<file path="src/rtl/shared_resource_arbiter_n.sv">
// shared_resource_arbiter_n
// Front-end that lets NUM_CH pipelines share one fixed-latency resource.
// Each channel queues requests in its own FIFO. An arbiter (round-robin or
// fixed priority) issues at most one request per cycle. A tag pipeline that
// mirrors the resource latency routes each result back to the channel that
// issued it.
//
// Ports:
//   clk_i             clock, all state on the rising edge
//   rst_ni            asynchronous active-low reset
//   req_valid_i       per-channel request strobe
//   req_data_i        per-channel operand, channel i at [i*DATA_W +: DATA_W]
//   req_ready_o       per-channel FIFO not full
//   flush_i           per-channel kill of queued and in-flight work
//   res_issue_valid_o operation presented to the resource this cycle
//   res_issue_data_o  operand presented to the resource
//   grant_o           one-hot channel issued this cycle
//   res_ret_valid_i   resource result strobe, RES_LAT cycles after issue
//   res_ret_data_i    resource result
//   rsp_valid_o       one-hot registered response strobe
//   rsp_data_o        registered response data, shared by all channels
//   err_o             sticky protocol error
module shared_resource_arbiter_n #(
  parameter int NUM_CH    = 2,
  parameter int DATA_W    = 32,
  parameter int BUF_DEPTH = 2,
  parameter int RES_LAT   = 2,
  parameter int ARB_MODE  = 0
) (
  input  logic                     clk_i,
  input  logic                     rst_ni,
  input  logic [NUM_CH-1:0]        req_valid_i,
  input  logic [NUM_CH*DATA_W-1:0] req_data_i,
  output logic [NUM_CH-1:0]        req_ready_o,
  input  logic [NUM_CH-1:0]        flush_i,
  output logic                     res_issue_valid_o,
  output logic [DATA_W-1:0]        res_issue_data_o,
  output logic [NUM_CH-1:0]        grant_o,
  input  logic                     res_ret_valid_i,
  input  logic [DATA_W-1:0]        res_ret_data_i,
  output logic [NUM_CH-1:0]        rsp_valid_o,
  output logic [DATA_W-1:0]        rsp_data_o,
  output logic                     err_o
);

  localparam int CH_W  = (NUM_CH > 1) ? $clog2(NUM_CH) : 1;
  localparam int PTR_W = $clog2(BUF_DEPTH);
  localparam int CNT_W = $clog2(BUF_DEPTH + 1);
  localparam int LAST  = RES_LAT - 1;
  localparam logic [CNT_W-1:0] FULL_CNT = CNT_W'(BUF_DEPTH);

  logic [DATA_W-1:0] mem_q    [NUM_CH][BUF_DEPTH];
  logic [PTR_W-1:0]  wr_ptr_q [NUM_CH];
  logic [PTR_W-1:0]  rd_ptr_q [NUM_CH];
  logic [CNT_W-1:0]  cnt_q    [NUM_CH];

  logic [CH_W-1:0]   rr_ptr_q, rr_ptr_d;
  logic [NUM_CH-1:0] push, eligible;
  logic              gnt_any;
  logic [CH_W-1:0]   gnt_idx;

  // valid: tag still owns a result. issued: something was sent into this
  // slot, even if a flush later killed it, so a return there is legal.
  logic [RES_LAT-1:0] tag_v_q, tag_iss_q, tag_live;
  logic [CH_W-1:0]    tag_ch_q [RES_LAT];

  logic              ret_hit;
  logic [NUM_CH-1:0] rsp_valid_q, rsp_valid_d;
  logic [DATA_W-1:0] rsp_data_q, rsp_data_d;
  logic              err_q, err_d;

  // A flushing channel neither accepts a push nor competes for the grant.
  always_comb begin
    for (int i = 0; i < NUM_CH; i++) begin
      req_ready_o[i] = (cnt_q[i] != FULL_CNT);
      push[i]        = req_valid_i[i] & req_ready_o[i] & ~flush_i[i];
      eligible[i]    = (cnt_q[i] != '0) & ~flush_i[i];
    end
  end

  always_comb begin
    logic [CH_W-1:0] cand;
    gnt_any = 1'b0;
    gnt_idx = '0;
    cand    = '0;
    if (ARB_MODE == 1) begin
      // Scan downwards so the lowest eligible index is the last one written.
      for (int k = NUM_CH - 1; k >= 0; k--) begin
        if (eligible[k]) begin
          gnt_any = 1'b1;
          gnt_idx = CH_W'(k);
        end
      end
    end else begin
      for (int k = 0; k < NUM_CH; k++) begin
        cand = CH_W'((int'(rr_ptr_q) + k) % NUM_CH);
        if (!gnt_any && eligible[cand]) begin
          gnt_any = 1'b1;
          gnt_idx = cand;
        end
      end
    end

    rr_ptr_d = rr_ptr_q;
    if (gnt_any) begin
      if (gnt_idx == CH_W'(NUM_CH - 1)) rr_ptr_d = '0;
      else                              rr_ptr_d = gnt_idx + 1'b1;
    end

    for (int i = 0; i < NUM_CH; i++) begin
      grant_o[i] = gnt_any && (gnt_idx == CH_W'(i));
    end
    res_issue_valid_o = gnt_any;
    res_issue_data_o  = gnt_any ? mem_q[gnt_idx][rd_ptr_q[gnt_idx]] : '0;
  end

  // Storage needs no reset; the count alone decides what is readable.
  always_ff @(posedge clk_i) begin
    for (int i = 0; i < NUM_CH; i++) begin
      if (push[i]) mem_q[i][wr_ptr_q[i]] <= req_data_i[i*DATA_W +: DATA_W];
    end
  end

  always_ff @(posedge clk_i or negedge rst_ni) begin
    if (!rst_ni) begin
      for (int i = 0; i < NUM_CH; i++) begin
        wr_ptr_q[i] <= '0;
        rd_ptr_q[i] <= '0;
        cnt_q[i]    <= '0;
      end
      rr_ptr_q <= '0;
    end else begin
      for (int i = 0; i < NUM_CH; i++) begin
        if (flush_i[i]) begin
          wr_ptr_q[i] <= '0;
          rd_ptr_q[i] <= '0;
          cnt_q[i]    <= '0;
        end else begin
          if (push[i])    wr_ptr_q[i] <= wr_ptr_q[i] + 1'b1;
          if (grant_o[i]) rd_ptr_q[i] <= rd_ptr_q[i] + 1'b1;
          if (push[i] && !grant_o[i])      cnt_q[i] <= cnt_q[i] + 1'b1;
          else if (!push[i] && grant_o[i]) cnt_q[i] <= cnt_q[i] - 1'b1;
        end
      end
      rr_ptr_q <= rr_ptr_d;
    end
  end

  // Kill is applied to the current stage contents, so the tag returning in
  // the flush cycle is suppressed too.
  always_comb begin
    for (int s = 0; s < RES_LAT; s++) begin
      tag_live[s] = tag_v_q[s] & ~flush_i[tag_ch_q[s]];
    end
    ret_hit    = tag_live[LAST] & res_ret_valid_i;
    rsp_data_d = ret_hit ? res_ret_data_i : rsp_data_q;
    rsp_valid_d = '0;
    for (int i = 0; i < NUM_CH; i++) begin
      if (ret_hit && (tag_ch_q[LAST] == CH_W'(i))) rsp_valid_d[i] = 1'b1;
    end
    err_d = err_q
          | (res_ret_valid_i & ~tag_iss_q[LAST])
          | (tag_live[LAST] & ~res_ret_valid_i);
  end

  always_ff @(posedge clk_i or negedge rst_ni) begin
    if (!rst_ni) begin
      tag_v_q   <= '0;
      tag_iss_q <= '0;
      for (int s = 0; s < RES_LAT; s++) tag_ch_q[s] <= '0;
      rsp_valid_q <= '0;
      rsp_data_q  <= '0;
      err_q       <= 1'b0;
    end else begin
      tag_v_q[0]   <= gnt_any;
      tag_iss_q[0] <= gnt_any;
      tag_ch_q[0]  <= gnt_idx;
      for (int s = 1; s < RES_LAT; s++) begin
        tag_v_q[s]   <= tag_live[s-1];
        tag_iss_q[s] <= tag_iss_q[s-1];
        tag_ch_q[s]  <= tag_ch_q[s-1];
      end
      rsp_valid_q <= rsp_valid_d;
      rsp_data_q  <= rsp_data_d;
      err_q       <= err_d;
    end
  end

  assign rsp_valid_o = rsp_valid_q;
  assign rsp_data_o  = rsp_data_q;
  assign err_o       = err_q;

endmodule

</file>
<file path="config.mk">
export PLATFORM = sky130hd
export DESIGN_NAME = shared_resource_arbiter_n
export DESIGN_NICKNAME = d
export VERILOG_FILES = /design/src/rtl/shared_resource_arbiter_n.sv
export SDC_FILE = /design/constraint.sdc
export NUM_CORES = 1
export LEC_CHECK = 0
export CORE_ASPECT_RATIO = 1.75
export CORE_MARGIN = 1.5
export CORE_UTILIZATION = 45
export CTS_CLUSTER_SIZE = 12
export DETAILED_ROUTE_END_ITERATION = 8
export HOLD_SLACK_MARGIN = 0.12
export PLACE_DENSITY_LB_ADDON = 0.25
export SYNTH_ARGS = -nofsm -noshare
export SYNTH_HDL_FRONTEND = slang
export SYNTH_SLANG_ARGS = --single-unit
</file>
<file path="constraint.sdc">
create_clock -name clk_i -period 4.05 [get_ports clk_i]
set_clock_uncertainty 0.2 [all_clocks]
set_input_delay 0.81 -clock clk_i [delete_from_list [all_inputs] [get_ports clk_i]]
set_output_delay 0.81 -clock clk_i [all_outputs]
set_load 0.02 [all_outputs]
</file>
==> out/results.ini <==
[layout]
post_route_cells_drive_above_1_share = 0.187
area_growth_syn_to_layout_pct = 35.9
num-fill-cells = 1141
antenna_cells = 0
multi_input_area_um2 = 1830
fin_cells = 775
nets = 679
seq_area_um2 = 5070

[die]
dieArea_um2 = 16600
coreArea_um2 = 15400
die_h_um = 169
rows = 60
fp.dieW_um = 98.0
initial_utilization = 0.462
io_pins = 175

[global_route]
antenna_found_initial = 0
grt_usage = 0.188
grt_overflow = 0
grt_pass1_wl_um = 23700
grt_pass1_vias = 4496
grt_max_degree = 33

[logic_synthesis]
synthArstFlopShare = 0.277
synthTopCellsByArea = edfxtp_1 (54%), dfrtp_1 (17%), mux2i_1 (9.6%)
synthCells = 391
synth_area_leader_cell = edfxtp_1
synth-main-ff-cell = edfxtp_1
yosysWarnings = 0
synth_edf_count = 128
synthMostInstantiatedCell = edfxtp_1
synth_nets = 494
avgSynthCellArea_um2 = 18.2
yosys.area.top_type_share = 0.541
synthTopCellsByCount = edfxtp_1 (128), mux2i_1 (68), dfrtp_1 (49), mux2_4 (28), o22ai_2 (20)
netlist_area_um2 = 7110
synth_seq_cells = 177
yosysUniqueCellTypes = 37
synth-seq-area-share = 0.713

[cts]
cts_root_buf = clkbuf_16
cts_max_path_buffers = 2
cts.clk_slew.worst_paths_ps = 70
cts.sinks = 177
cts_buffers = 17
cts_hold_buf = 0
cts_setup_buffers = 0
cts_max_level = 4
clock_latency_ps = 410
cts_tree = yes
post_cts_resized = 0

[placement]
port_buffers = 174
dp_cells = 743
hpwlAfterDp_um = 10400
routabilityCongestion = 0.772

[sta]
fin_crit_ps = 3900
setup_tns_ps = 0
rsz0062_at_grt = false
slew_headroom = 0.651
drv_slew = 0
worstMarginPinSlew_ps = 524
hold_viol_final = 0
finalSetupViolCount = 0
min_period_over_period = 0.963
fmax_mhz = 256

[routing]
first_iter_violations = 140
drc = 0
post_drt_via_cell_ratio = 5.28
drtPass1Iterations = 4
wl_per_cell_um = 19.4
num_vias = 4091
totalWireLength_um = 15000
antenna_left = 0

[setup_path]
cp-end-kind = output pin
critical_path_class = input pin to output pin
crit_path_max_fanout = 17
reg2reg_slack_ps = 1970
critPathArrivalTime_ps = 2890
r2r-start = cnt_q[1]$_DFFE_PN0P_
startpoint = flush_i[1]
start_kind = input pin
cp.required_ps = 3040

[job]
cap_violations = 0

[status]
run_status = finished clean

[hold_path]
min-delay-path-class = input pin to async pin

[power_and_ir_drop]
ir_drop_v = 0.000287
p_per_area_nw_per_um2 = 500
leakagePower_nw = 3.51

[layout make-up]
cell class | instances | share of cell area
well taps | 186 | 0.0241
repair buffers | 189 | 0.199
clock inverters | 14 | 0.0150
inverters | 8 | 0.00311
multi-input cells | 183 | 0.189
clock buffers | 18 | 0.0444
flip-flops and latches | 177 | 0.525
[flip-flops by register name, summed over array words and instances (netlist names)]
register     flops
mem_q          128
rsp_data_o      32
cnt_q            4
rd_ptr_q         2
rsp_valid_o      2
tag_ch_q         2
tag_iss_q        2
wr_ptr_q         2
err_o            1
rr_ptr_q         1
tag_v_q          1
[kinds of logic (layout without fill, tap and decap cells)]
family | Yosys count | after routing | share of synthesized area
and+or+nand+nor | 31 | 31 | 0.0250
DFF | 177 | 177 | 0.713
muxes | 100 | 100 | 0.161
AOI/OAI and AO/OA | 52 | 52 | 0.0679
buffers and inverters | 31 | 229 | 0.0329
[layout by cell type, fill, tap and decap left out, drive strengths merged, types with 2 or more instances in the layout]
| cell | instances |
|---|---|
| edfxtp | 128 |
| a21oi | 3 |
| mux2i | 68 |
| clkinvlp | 3 |
| o21bai | 2 |
| clkinv | 3 |
| dfrtp | 49 |
| a21o | 3 |
| nand2b | 3 |
| nand2 | 7 |
| nand4 | 3 |
| or3 | 3 |
| nor3b | 2 |
| clkbuf | 18 |
| o22ai | 33 |
| inv | 15 |
| o21ai | 4 |
| mux2 | 32 |
| clkdlybuf4s50 | 173 |
| nor2b | 4 |
| buf | 16 |
| a31oi | 3 |
| and2 | 2 |
| nor3 | 3 |
[worst max-delay path: stages]
cell and delay, ps:
clkdlybuf4s50_1 480, o21ba_1 230, a21o_2 270, buf_4 230, o22ai_1 210, clkdlybuf4s50_1 640
[where the power goes]
part           internal (W)  switching [W]  total [W]
clock              0.000869       0.000699    0.00157
sequential          0.00212       0.000110    0.00223
combinational      0.000577       0.000453    0.00103
[worst paths after layout]
check,to,cells past startpoint
worst min-delay path,rsp_data_o[21]$_DFFE_PN0P_,1
max in group asynchronous,rd_ptr_q[0]$_DFFE_PN0P_,2
min in group clk_i,tag_iss_q[1]$_DFF_PN0_,0
worst min register to register,tag_iss_q[1]$_DFF_PN0_,0
worst max register to register,mem_q[1][11]$_DFFE_PP_,5
worst max-delay path,res_issue_data_o[7],6
[through the flow]
stage | hold WS, ps | util | area, um2 | total power (W) | worst slack [ps]
CTS | 129 | 0.628 | 9660 | 0.00489 | 111
floorplan | 146 | - | 7110 | 0.00280 | 64.8
global placement | 152 | 0.591 | 9090 | 0.00329 | 204
finish | 137 | 0.628 | 9660 | 0.00483 | 151
global route | 151 | 0.628 | 9660 | 0.00502 | 80.4
detailed placement | 164 | 0.591 | 9090 | 0.00331 | 120
[per-layer routing]
metal,up-vias,wire length (um),track usage,share of wire
li1,1891,-,-,-
met1,1997,5610,0.208,0.37
met2,170,8020,0.334,0.53
met3,33,891,0.0498,0.059
met4,0,494,0.0870,0.033
met5,-,0,0,0
Note: power is estimated with default switching activity, not from simulation.
